## src/rtl/depacketizer_da_mf.sv

```systemverilog
// ============================================================================
// Module  : depacketizer_da_mf
// Brief   : Reassembles up to DEPACKETIZER_WIDTH NoC flits into one wide word
//           and extracts the return dest/VC carried by the head flit.
// Revision: 1.0 - initial release
// ============================================================================
`default_nettype none

module depacketizer_da_mf #(
    parameter int WIDTH_PKT          = 36,
    parameter int WIDTH_DATA         = 64,
    parameter int ADDRESS_WIDTH      = 4,
    parameter int VC_ADDRESS_WIDTH   = 1,
    parameter int DEPACKETIZER_WIDTH = 4
) (
    input  logic                        clk,
    input  logic                        rst,
    input  logic [WIDTH_PKT-1:0]        data_in,
    output logic                        ready_out,
    output logic [WIDTH_DATA-1:0]       data_out,
    output logic [ADDRESS_WIDTH-1:0]    return_dest_out,
    output logic [VC_ADDRESS_WIDTH-1:0] return_vc_out,
    output logic                        valid_out,
    input  logic                        ready_in,
    output logic [1:0]                  err_out
);

    localparam int c_FLIT_DATA = WIDTH_PKT - 3 - 2 * (ADDRESS_WIDTH + VC_ADDRESS_WIDTH);
    localparam int c_RV_LSB    = c_FLIT_DATA;
    localparam int c_RD_LSB    = c_FLIT_DATA + VC_ADDRESS_WIDTH;
    localparam int c_HDR_LSB   = c_RD_LSB + ADDRESS_WIDTH;
    localparam int c_CW        = $clog2(DEPACKETIZER_WIDTH + 1);
    localparam logic [c_CW-1:0] c_DW  = c_CW'(DEPACKETIZER_WIDTH);
    localparam logic [c_CW-1:0] c_ONE = c_CW'(1);

    localparam logic [1:0] c_ERR_NONE     = 2'b00;
    localparam logic [1:0] c_ERR_ORPHAN   = 2'b01;
    localparam logic [1:0] c_ERR_TRUNC    = 2'b10;
    localparam logic [1:0] c_ERR_OVERLONG = 2'b11;

    typedef enum logic [1:0] {
        S_IDLE = 2'd0,
        S_ASM  = 2'd1,
        S_HOLD = 2'd2
    } state_t;

    state_t                      r_state_q, w_state_d;
    logic [c_CW-1:0]             r_count_q, w_count_d;
    logic [WIDTH_DATA-1:0]       r_data_q, w_data_d;
    logic [ADDRESS_WIDTH-1:0]    r_rd_q, w_rd_d;
    logic [VC_ADDRESS_WIDTH-1:0] r_rv_q, w_rv_d;
    logic [1:0]                  r_err_q, w_err_d;

    logic                        w_valid;
    logic                        w_head;
    logic                        w_tail;
    logic                        w_ready;
    logic                        w_accept;
    logic [c_FLIT_DATA-1:0]      w_payload;
    logic [c_CW-1:0]             w_wr_slot;
    logic [c_CW-1:0]             w_count_inc;
    logic [WIDTH_DATA-1:0]       w_spread;
    logic [WIDTH_DATA-1:0]       w_wr_mask;
    logic                        w_unused_hdr;

    assign w_valid      = data_in[WIDTH_PKT-1];
    assign w_head       = data_in[WIDTH_PKT-2];
    assign w_tail       = data_in[WIDTH_PKT-3];
    assign w_payload    = data_in[c_FLIT_DATA-1:0];
    // Forward dest/vc fields are meaningless once the flit reached this port.
    assign w_unused_hdr = ^data_in[WIDTH_PKT-4:c_HDR_LSB];

    // HOLD forwards downstream backpressure so a held packet is never overwritten.
    assign w_ready  = (r_state_q == S_HOLD) ? ready_in : 1'b1;
    assign w_accept = w_valid && w_ready;

    assign w_wr_slot   = w_head ? '0 : r_count_q;
    assign w_count_inc = r_count_q + c_ONE;

    // Every output bit maps to one (slot, payload bit) pair; bits past the
    // assembled width simply have no slot here and are dropped.
    generate
        for (genvar b = 0; b < WIDTH_DATA; b++) begin : g_bit
            localparam int c_SLOT = b / c_FLIT_DATA;
            localparam int c_OFF  = b % c_FLIT_DATA;
            assign w_spread[b]  = w_payload[c_OFF];
            assign w_wr_mask[b] = (w_wr_slot == c_CW'(c_SLOT));
        end
    endgenerate

    always_comb begin
        w_state_d = r_state_q;
        w_count_d = r_count_q;
        w_data_d  = r_data_q;
        w_rd_d    = r_rd_q;
        w_rv_d    = r_rv_q;
        w_err_d   = c_ERR_NONE;

        if (r_state_q == S_HOLD && ready_in) begin
            w_state_d = S_IDLE;
        end

        if (w_accept) begin
            if (w_head) begin
                w_data_d  = w_spread & w_wr_mask;
                w_rd_d    = data_in[c_RD_LSB +: ADDRESS_WIDTH];
                w_rv_d    = data_in[c_RV_LSB +: VC_ADDRESS_WIDTH];
                w_count_d = c_ONE;
                if (w_tail || (DEPACKETIZER_WIDTH == 1)) begin
                    w_state_d = S_HOLD;
                end else begin
                    w_state_d = S_ASM;
                end
                if (r_state_q == S_ASM) begin
                    w_err_d = c_ERR_TRUNC;
                end
            end else if (r_state_q == S_ASM) begin
                w_data_d  = (r_data_q & ~w_wr_mask) | (w_spread & w_wr_mask);
                w_count_d = (r_count_q == c_DW) ? c_DW : w_count_inc;
                if (w_tail) begin
                    w_state_d = S_HOLD;
                end else if (w_count_inc == c_DW) begin
                    w_state_d = S_HOLD;
                    w_err_d   = c_ERR_OVERLONG;
                end
            end else begin
                w_err_d = c_ERR_ORPHAN;
            end
        end
    end

    always_ff @(posedge clk) begin
        if (rst) begin
            r_state_q <= S_IDLE;
            r_count_q <= '0;
            r_data_q  <= '0;
            r_rd_q    <= '0;
            r_rv_q    <= '0;
            r_err_q   <= c_ERR_NONE;
        end else begin
            r_state_q <= w_state_d;
            r_count_q <= w_count_d;
            r_data_q  <= w_data_d;
            r_rd_q    <= w_rd_d;
            r_rv_q    <= w_rv_d;
            r_err_q   <= w_err_d;
        end
    end

    assign ready_out       = w_ready;
    assign valid_out       = (r_state_q == S_HOLD);
    assign data_out        = r_data_q;
    assign return_dest_out = r_rd_q;
    assign return_vc_out   = r_rv_q;
    assign err_out         = r_err_q;

endmodule

`default_nettype wire
```

## config.mk

```make
export PLATFORM = sky130hd
export DESIGN_NAME = depacketizer_da_mf
export DESIGN_NICKNAME = d
export VERILOG_FILES = /design/src/rtl/depacketizer_da_mf.sv
export SDC_FILE = /design/constraint.sdc
export NUM_CORES = 1
export LEC_CHECK = 0
export ABC_CLOCK_PERIOD_IN_PS = 1650
export BUFFER_PORTS_ARGS = -buffer_cell sky130_fd_sc_hd__buf_2
export CAP_MARGIN = 0
export CORE_ASPECT_RATIO = 1.4
export CORE_MARGIN = 2
export CORE_UTILIZATION = 50
export CTS_BUF_LIST = sky130_fd_sc_hd__clkbuf_8 sky130_fd_sc_hd__clkbuf_16
export DETAILED_ROUTE_END_ITERATION = 7
export PLACE_DENSITY = 0.77
export SLEW_MARGIN = 25
export SYNTH_ARGS = -nofsm -noshare
export SYNTH_HDL_FRONTEND = slang
export SYNTH_SLANG_ARGS = --single-unit
```

## constraint.sdc

```tcl
create_clock -name clk -period 1.65 [get_ports clk]
set_input_delay 0.165 -clock clk [delete_from_list [all_inputs] [get_ports clk]]
set_output_delay 0.165 -clock clk [all_outputs]
set_load 0.01 [all_outputs]
```

==> key figures, run 1 <==
STA
  – Period minus WS final: around 1600 ps
  – Maximum clock frequency: between 600 and 700 MHz
  – # setup viols final: 0
  – Hold_ws: 55.1 ps
  – Post-route clock skew: between 9 and 10 ps
  – Relative slew slack: 60.9%
  – Tcrit/Tclk final: 97.1%
  – Worst slew pin tran: about 590 ps
  – Hold Fails Final Rpt: 0
  – Max-slew violation count: 0

Power
  – Peak supply drop: 490 uV
  – Gate power share: 9.8%
  – Clock network power share: approximately 44%
  – Leakage: between 0.0015 and 0.002 uW
  – Sw frac: around 23%
  – Seq pwr share: 46.5%
  – Int Pwr: between 3000 and 4000 uW
  – Power per cell area: between 900 and 1000 nW/um^2
  – Switch Pwr: roughly 940 uW

Setup path
  – Critical Path End Type: primary output
  – CP max stage cell: or3b_4
  – R2R cell count: 6
  – Critical path required time: between 1000 and 1500 ps
  – Worst path depth: 3
  – Crit path buffers/inverters: 2
  – Delay-heaviest family, CP: simple AND/OR/NAND/NOR gates
  – Critical path's largest stage delay: about 430 ps
  – Ordered cell list for the critical path: or3b_4 > buf_4 > buf_2
  – CP Max Fanout: 5
  – Startpoint Class: register
  – Critical path class: register to primary output
  – Crit path DAT: 1440 ps

CTS
  – Clock Sinks: 76
  – # H-tree levels: 3
  – Clock Tree Buf Depth: 2
  – Hold_buf cts: 0
  – Clock Latency Late Sink: around 350 ps
  – Root Buffer: clkbuf_8
  – CTS clk-pin slew, worst paths: approximately 80 ps
  – Total CTS buffers: 9
  – CTS tree: built

Layout
  – Nets@finish: 510
  – Multi-input logic area: ~1500 sq um
  – Area grow syn2layout: 29.6%
  – Filler cells: between 400 and 500
  – Total area of sequential cells: 1520 sq um
  – Layout cells sized above 1: 32.3%
  – Design area: between 4000 and 5000 sq um
  – # diodes: 0
  – Final Util: 66.9%

Detailed routing
  – Drt first pass iters: 4
  – Final wirelength: between 8000 and 9000 um
  – Drt initial violations: around 230
  – Wire length per cell: ~15 um
  – Vias per inst: roughly 5.3
  – ANT nets after route: 0
  – Via count: 2886
  – DRC: 0

Yosys
  – Synth Area in Compound Gates: about a tenth
  – Most common cell in the netlist: dfxtp_1
  – Post-Synth XOR/XNOR Area: 0.273%
  – Syn Nets: approximately 400
  – Count of state elements after synthesis: between 70 and 80
  – Synth Instances: about 360
  – Simple-gate share of the synthesized area: about a quarter
  – Top cell type's share of synthesized area: between 40% and 50%
  – Dominant synthesized flop cell: dfxtp_1
  – Commonest cells in the netlist: dfxtp_1, nand2_1, a21oi_1
  – Largest family of logic cells by synthesized area: simple AND/OR/NAND/NOR gates
  – Synth unique cells: 38
  – Post-Synth Adder-Cell Area: between 1 and 1.5%
  – Yosys top cell by area: dfxtp_1
  – Part of the Yosys area used for sequential elements: between 40% and 50%
  – Mapped Area: about 3200 sq um
  – Ranking of synthesized cells by area: dfxtp_1, nand2b_1, a21oi_1
  – Mapped Avg Cell Area: ~8.9 sq um
  – Mux cell area share after synthesis: between 7 and 8%
  – Ys async rst share: 0%
  – Post-synth EDFFs: 0
  – Synth warnings: 0

Global routing
  – Number of global-route vias before repair: 2636
  – Largest net degree at the start of global routing: 100
  – GRT Max-Usage Layer: met2
  – Initial antenna violation count: 0
  – Met3 Use GR: 5.32%
  – M2 GR Usage: about 38%
  – Gr ovfl total: 0
  – GRT met1 Usage: 29.1%
  – Global-route wire length before repair: about 13000 um
  – Tot GR Track Use: between 20 and 25%

Worst hold path
  – Worst Hold Class: input pin to register
  – Hold Path Depth: 3

Die
  – IO Count: 112
  – Row count: 34
  – Core Area: ~6200 sq um
  – Initial cell density of the core: about half
  – Die X: just over 70 um
  – Die H: 98.7 um
  – DIE AREA: ~7100 sq um

Placement
  – Routability cong.: just under 0.8
  – Port Buf Inserts: 106
  – Post-DP HPWL: 5480 um
  – Placed cell area: roughly 3800 sq um

Outcome
  – Status: finished, final reports clean

Run
  – Max cap viols: 0
[logic make-up (layout without fill, tap and decap cells)]
| kind of cell | after synthesis | after routing |
|---|---|---|
| xor gates and xnor gates | 1 | 1 |
| DFF | 76 | 76 |
| AOI/OAI and AO/OA | 59 | 59 |
| and+or+nand+nor | 165 | 166 |
| adders and majority gates | 3 | 3 |
| muxes | 23 | 23 |
| buffers and inverters | 32 | 145 |
[cell usage in the layout (no fill, tap or decap), types with 5 or more instances in the layout]
cell type,instances
nand2_1,55
a21oi_1,48
clkbuf_8,11
buf_4,15
buf_2,106
nand3_1,44
mux2i_1,23
nand2b_1,48
buf_12,5
dfxtp_1,75
[metal layers]
layer  up-vias  wire length [um]
met4         0               132
met5         -                 0
met3        11               465
li1       1432                 -
met1      1341              3360
met2       102              4200
[power by group through the flow]
stage	combinational, uW	clock [uW]	sequential (uW)
floorplan	209	0	1970
global placement	368	0	1950
detailed placement	375	0	1950
CTS	382	1810	1910
global route	439	1880	1920
finish	403	1790	1910
[cell type report]
| type | count | area share, % |
|---|---|---|
| inverter | 2 | 0.181 |
| timing repair buffer | 127 | 18.5 |
| clock buffer | 11 | 3.65 |
| sequential | 76 | 36.7 |
| tap | 72 | 2.17 |
| multi-input combinational | 252 | 36.3 |
| clock inverter | 5 | 2.56 |
[repair_timing]
item,in CTS,in global routing
setup buffers,0,1
gates cloned,1,1
endpoints found under the setup margin,23,27
resized for setup,1,5
pin swaps,1,1
[metrics by stage]
step	setup WS, ps	setup TNS, ps	power, uW	std cells
floorplan	135	0	2180	359
finish	47.4	0	4100	545
detailed placement	-100	-1530	2330	526
global placement	-35.4	-782	2320	526
global route	-2.69	-2.69	4230	545
CTS	24.1	0	4100	543
[tightest hold or removal path, cell delays in order]
cell     delay, ps
buf_2           90
nand2_1         40
a21oi_1         50
[worst paths after layout]
path	start	end	slack [ps]
hold / removal	data_in[27]	return_dest_out[3]$_SDFFE_PP0P_	60
hold reg to reg	return_dest_out[3]$_SDFFE_PP0P_	return_dest_out[3]$_SDFFE_PP0P_	460
setup reg to reg	r_state_q[0]$_SDFF_PP0_	register	50
setup / recovery	r_state_q[0]$_SDFF_PP0_	ready_out	50
No activity file was read; power rests on OpenSTA's default activity.
==> run 2, diff against run 1 <==
REMOVE_ABC_BUFFERS = 1   (was default)
==> key figures, run 2 (synthesis results as in run 1) <==
CTS
  – # H-tree levels: 3 (unchanged)
  – Clock Latency Late Sink: 340 ps (about the same)
  – CTS clk-pin slew, worst paths: 80 ps (about the same)
  – Clock Sinks: 76 (unchanged)
  – Total CTS buffers: 9 (unchanged)
  – Root Buffer: clkbuf_8
  – CTS tree: built
  – Clock Tree Buf Depth: 2 (unchanged)

Setup path
  – Reg2reg setup slack: 80 ps (+30 ps)
  – Critical path required time: 1480 ps (about the same)
  – Startpoint Class: register
  – Critical Path End Type: primary output
  – CP Max Fanout: 5 (unchanged)
  – Crit path DAT: 1420 ps (-20 ps)
  – Critical path class: register to primary output

Layout
  – Most common cell after layout, fill and taps aside: buf_2
  – Non-Filler Instances: 545 (unchanged)
  – Layout cells sized above 1: 32.1% (-0.21 points)
  – Design area: 4100 sq um (-1.3%)
  – Area grow syn2layout: 27.9%
  – Commonest non-fill, non-tap cells in the layout: buf_2, dfxtp_1, nand2_1
  – # diodes: 0 (unchanged)
  – Nets@finish: 510 (unchanged)

Die
  – DIE AREA: 7070 sq um (unchanged)
  – Die H: 98.7 um (unchanged)
  – Initial cell density of the core: 51.6% (unchanged)
  – Core Area: 6210 sq um (unchanged)
  – IO Count: 112 (unchanged)
  – Die X: 71.7 um (unchanged)
  – Row count: 34 (unchanged)

STA
  – Relative slew slack: 64.4% (+3.5 points)
  – Max-slew violation count: 0 (unchanged)
  – RSZ-0062 raised after global routing: no
  – Period minus WS final: 1580 ps (-19.1 ps)
  – # setup viols final: 0 (unchanged)
  – Hold Fails Final Rpt: 0 (unchanged)
  – Post-route clock skew: 7.78 ps (-1.73 ps)
  – Tcrit/Tclk final: 96.0% (-1.2 points)
  – Worst slew pin tran: 533 ps (-53.4 ps)
  – Maximum clock frequency: 631 MHz (+1.2%)

Global routing
  – M2 GR Usage: 38.0% (+0.36 points)
  – Largest net degree at the start of global routing: 100 (unchanged)
  – Gr ovfl total: 0 (unchanged)
  – Number of global-route vias before repair: 2654 (+0.68%)
  – GRT Max-Usage Layer: met2
  – Initial antenna violation count: 0 (unchanged)
  – Global-route wire length before repair: 12700 um (-0.65%)
  – Met3 Use GR: 3.68% (-1.6 points)
  – Tot GR Track Use: 22.7% (-0.20 points)
  – GRT met1 Usage: 28.1% (-1.0 points)

Power
  – Power per cell area: 926 nW/um^2 (-6.3%)
  – Switch Pwr: 911 uW (-3.5%)
  – Sw frac: 24.0% (+0.99 points)
  – Peak supply drop: 614 uV (+25%)
  – Clock network power share: 39.1% (-4.5 points)
  – Leakage: 0.00179 uW (-0.85%)
  – Int Pwr: 2880 uW (-8.7%)
  – Gate power share: 10.6% (+0.8 points)
  – Seq pwr share: 50.2% (+3.7 points)

Worst hold path
  – Worst Hold Class: input pin to register

Detailed routing
  – ANT nets after route: 0 (unchanged)
  – DRC: 0 (unchanged)
  – Drt initial violations: 209 (-11%)
  – Vias per inst: 5.28 (-0.24%)
  – Via count: 2879 (-0.24%)
  – Final wirelength: 7940 um (-2.6%)
  – Drt first pass iters: 4 (unchanged)
  – Wire length per cell: 14.6 um (-2.6%)

Placement
  – Routability cong.: 0.766 (-2.9%)
  – Port Buf Inserts: 106 (unchanged)
  – DP Cell Count: 526 (unchanged)
  – Post-DP HPWL: 5180 um (-5.5%)
  – Placed cell area: 3820 sq um (unchanged)

Run
  – Max cap viols: 0 (unchanged)

Outcome
  – Status: finished, final reports clean
-- run 2: changes by cell type in the layout (fill, tap and decap cells not counted), sizes merged --
cell	change
bufinv	-2
clkinv	+2
clkbuf	+1
clkinvlp	-1
-- run 2: metal layers --
layer  share of wire, %  vias up
met5                  0        -
met1                 42     1350
met2                 51       85
met4                1.9        0
met3                5.1       15
li1                   -     1429
-- run 2: worst paths after layout --
path | start | end | cells past startpoint
max | r_state_q[0]$_SDFF_PP0_ | ready_out | 3
min | data_in[33] | r_state_q[0]$_SDFF_PP0_ | 2
max reg2reg | r_state_q[0]$_SDFF_PP0_ | register | 6
min reg2reg | return_vc_out$_SDFFE_PP0P_ | return_vc_out$_SDFFE_PP0P_ | 2
-- run 2: power groups by stage --
stage / clock (uW) / sequential [uW] / combinational [uW]
2_1_floorplan: 0 / 1970 / 152
3_3_place_gp: 0 / 1950 / 368
3_5_place_dp: 0 / 1950 / 377
4_1_cts: 1510 / 1910 / 387
5_1_grt: 1580 / 1910 / 439
6_report: 1490 / 1910 / 403
-- run 2: cell type report --
class | instances | area [sq um]
Fill cell | 543 | 2110
Sequential cell | 76 | 1520
Multi-Input combinational cell | 252 | 1500
Timing Repair Buffer | 127 | 768
Clock buffer | 12 | 165
Tap cell | 72 | 90.1
Clock inverter | 4 | 47.5
Inverter | 2 | 7.51
-- run 2: timing repair --
action                     CTS  global route
pin swaps                    1             1
setup endpoints to repair   23            31
cloned                       1             1
gates resized for setup      1             5
setup buffers                0             1
hold buffers                 0             0
-- run 2: through the flow --
stage	total power [uW]	TNS [ps]	utilization [%]	setup slack (ps)	hold WS, ps
after floorplan	2120	-10450	-	-368	230
after global placement	2320	-1260	61.4	-57.8	406
after detailed placement	2330	-2270	61.4	-121	412
after CTS	3800	0	65.0	32.1	42.4
after global routing	3930	0	66.0	10.1	47.1
final	3800	0	66.0	66.4	54.0
-- run 2: worst max-delay path: stages (launching register included) --
cell and delay (ps):
dfxtp_1 340, or3b_4 420, buf_4 170, buf_2 140
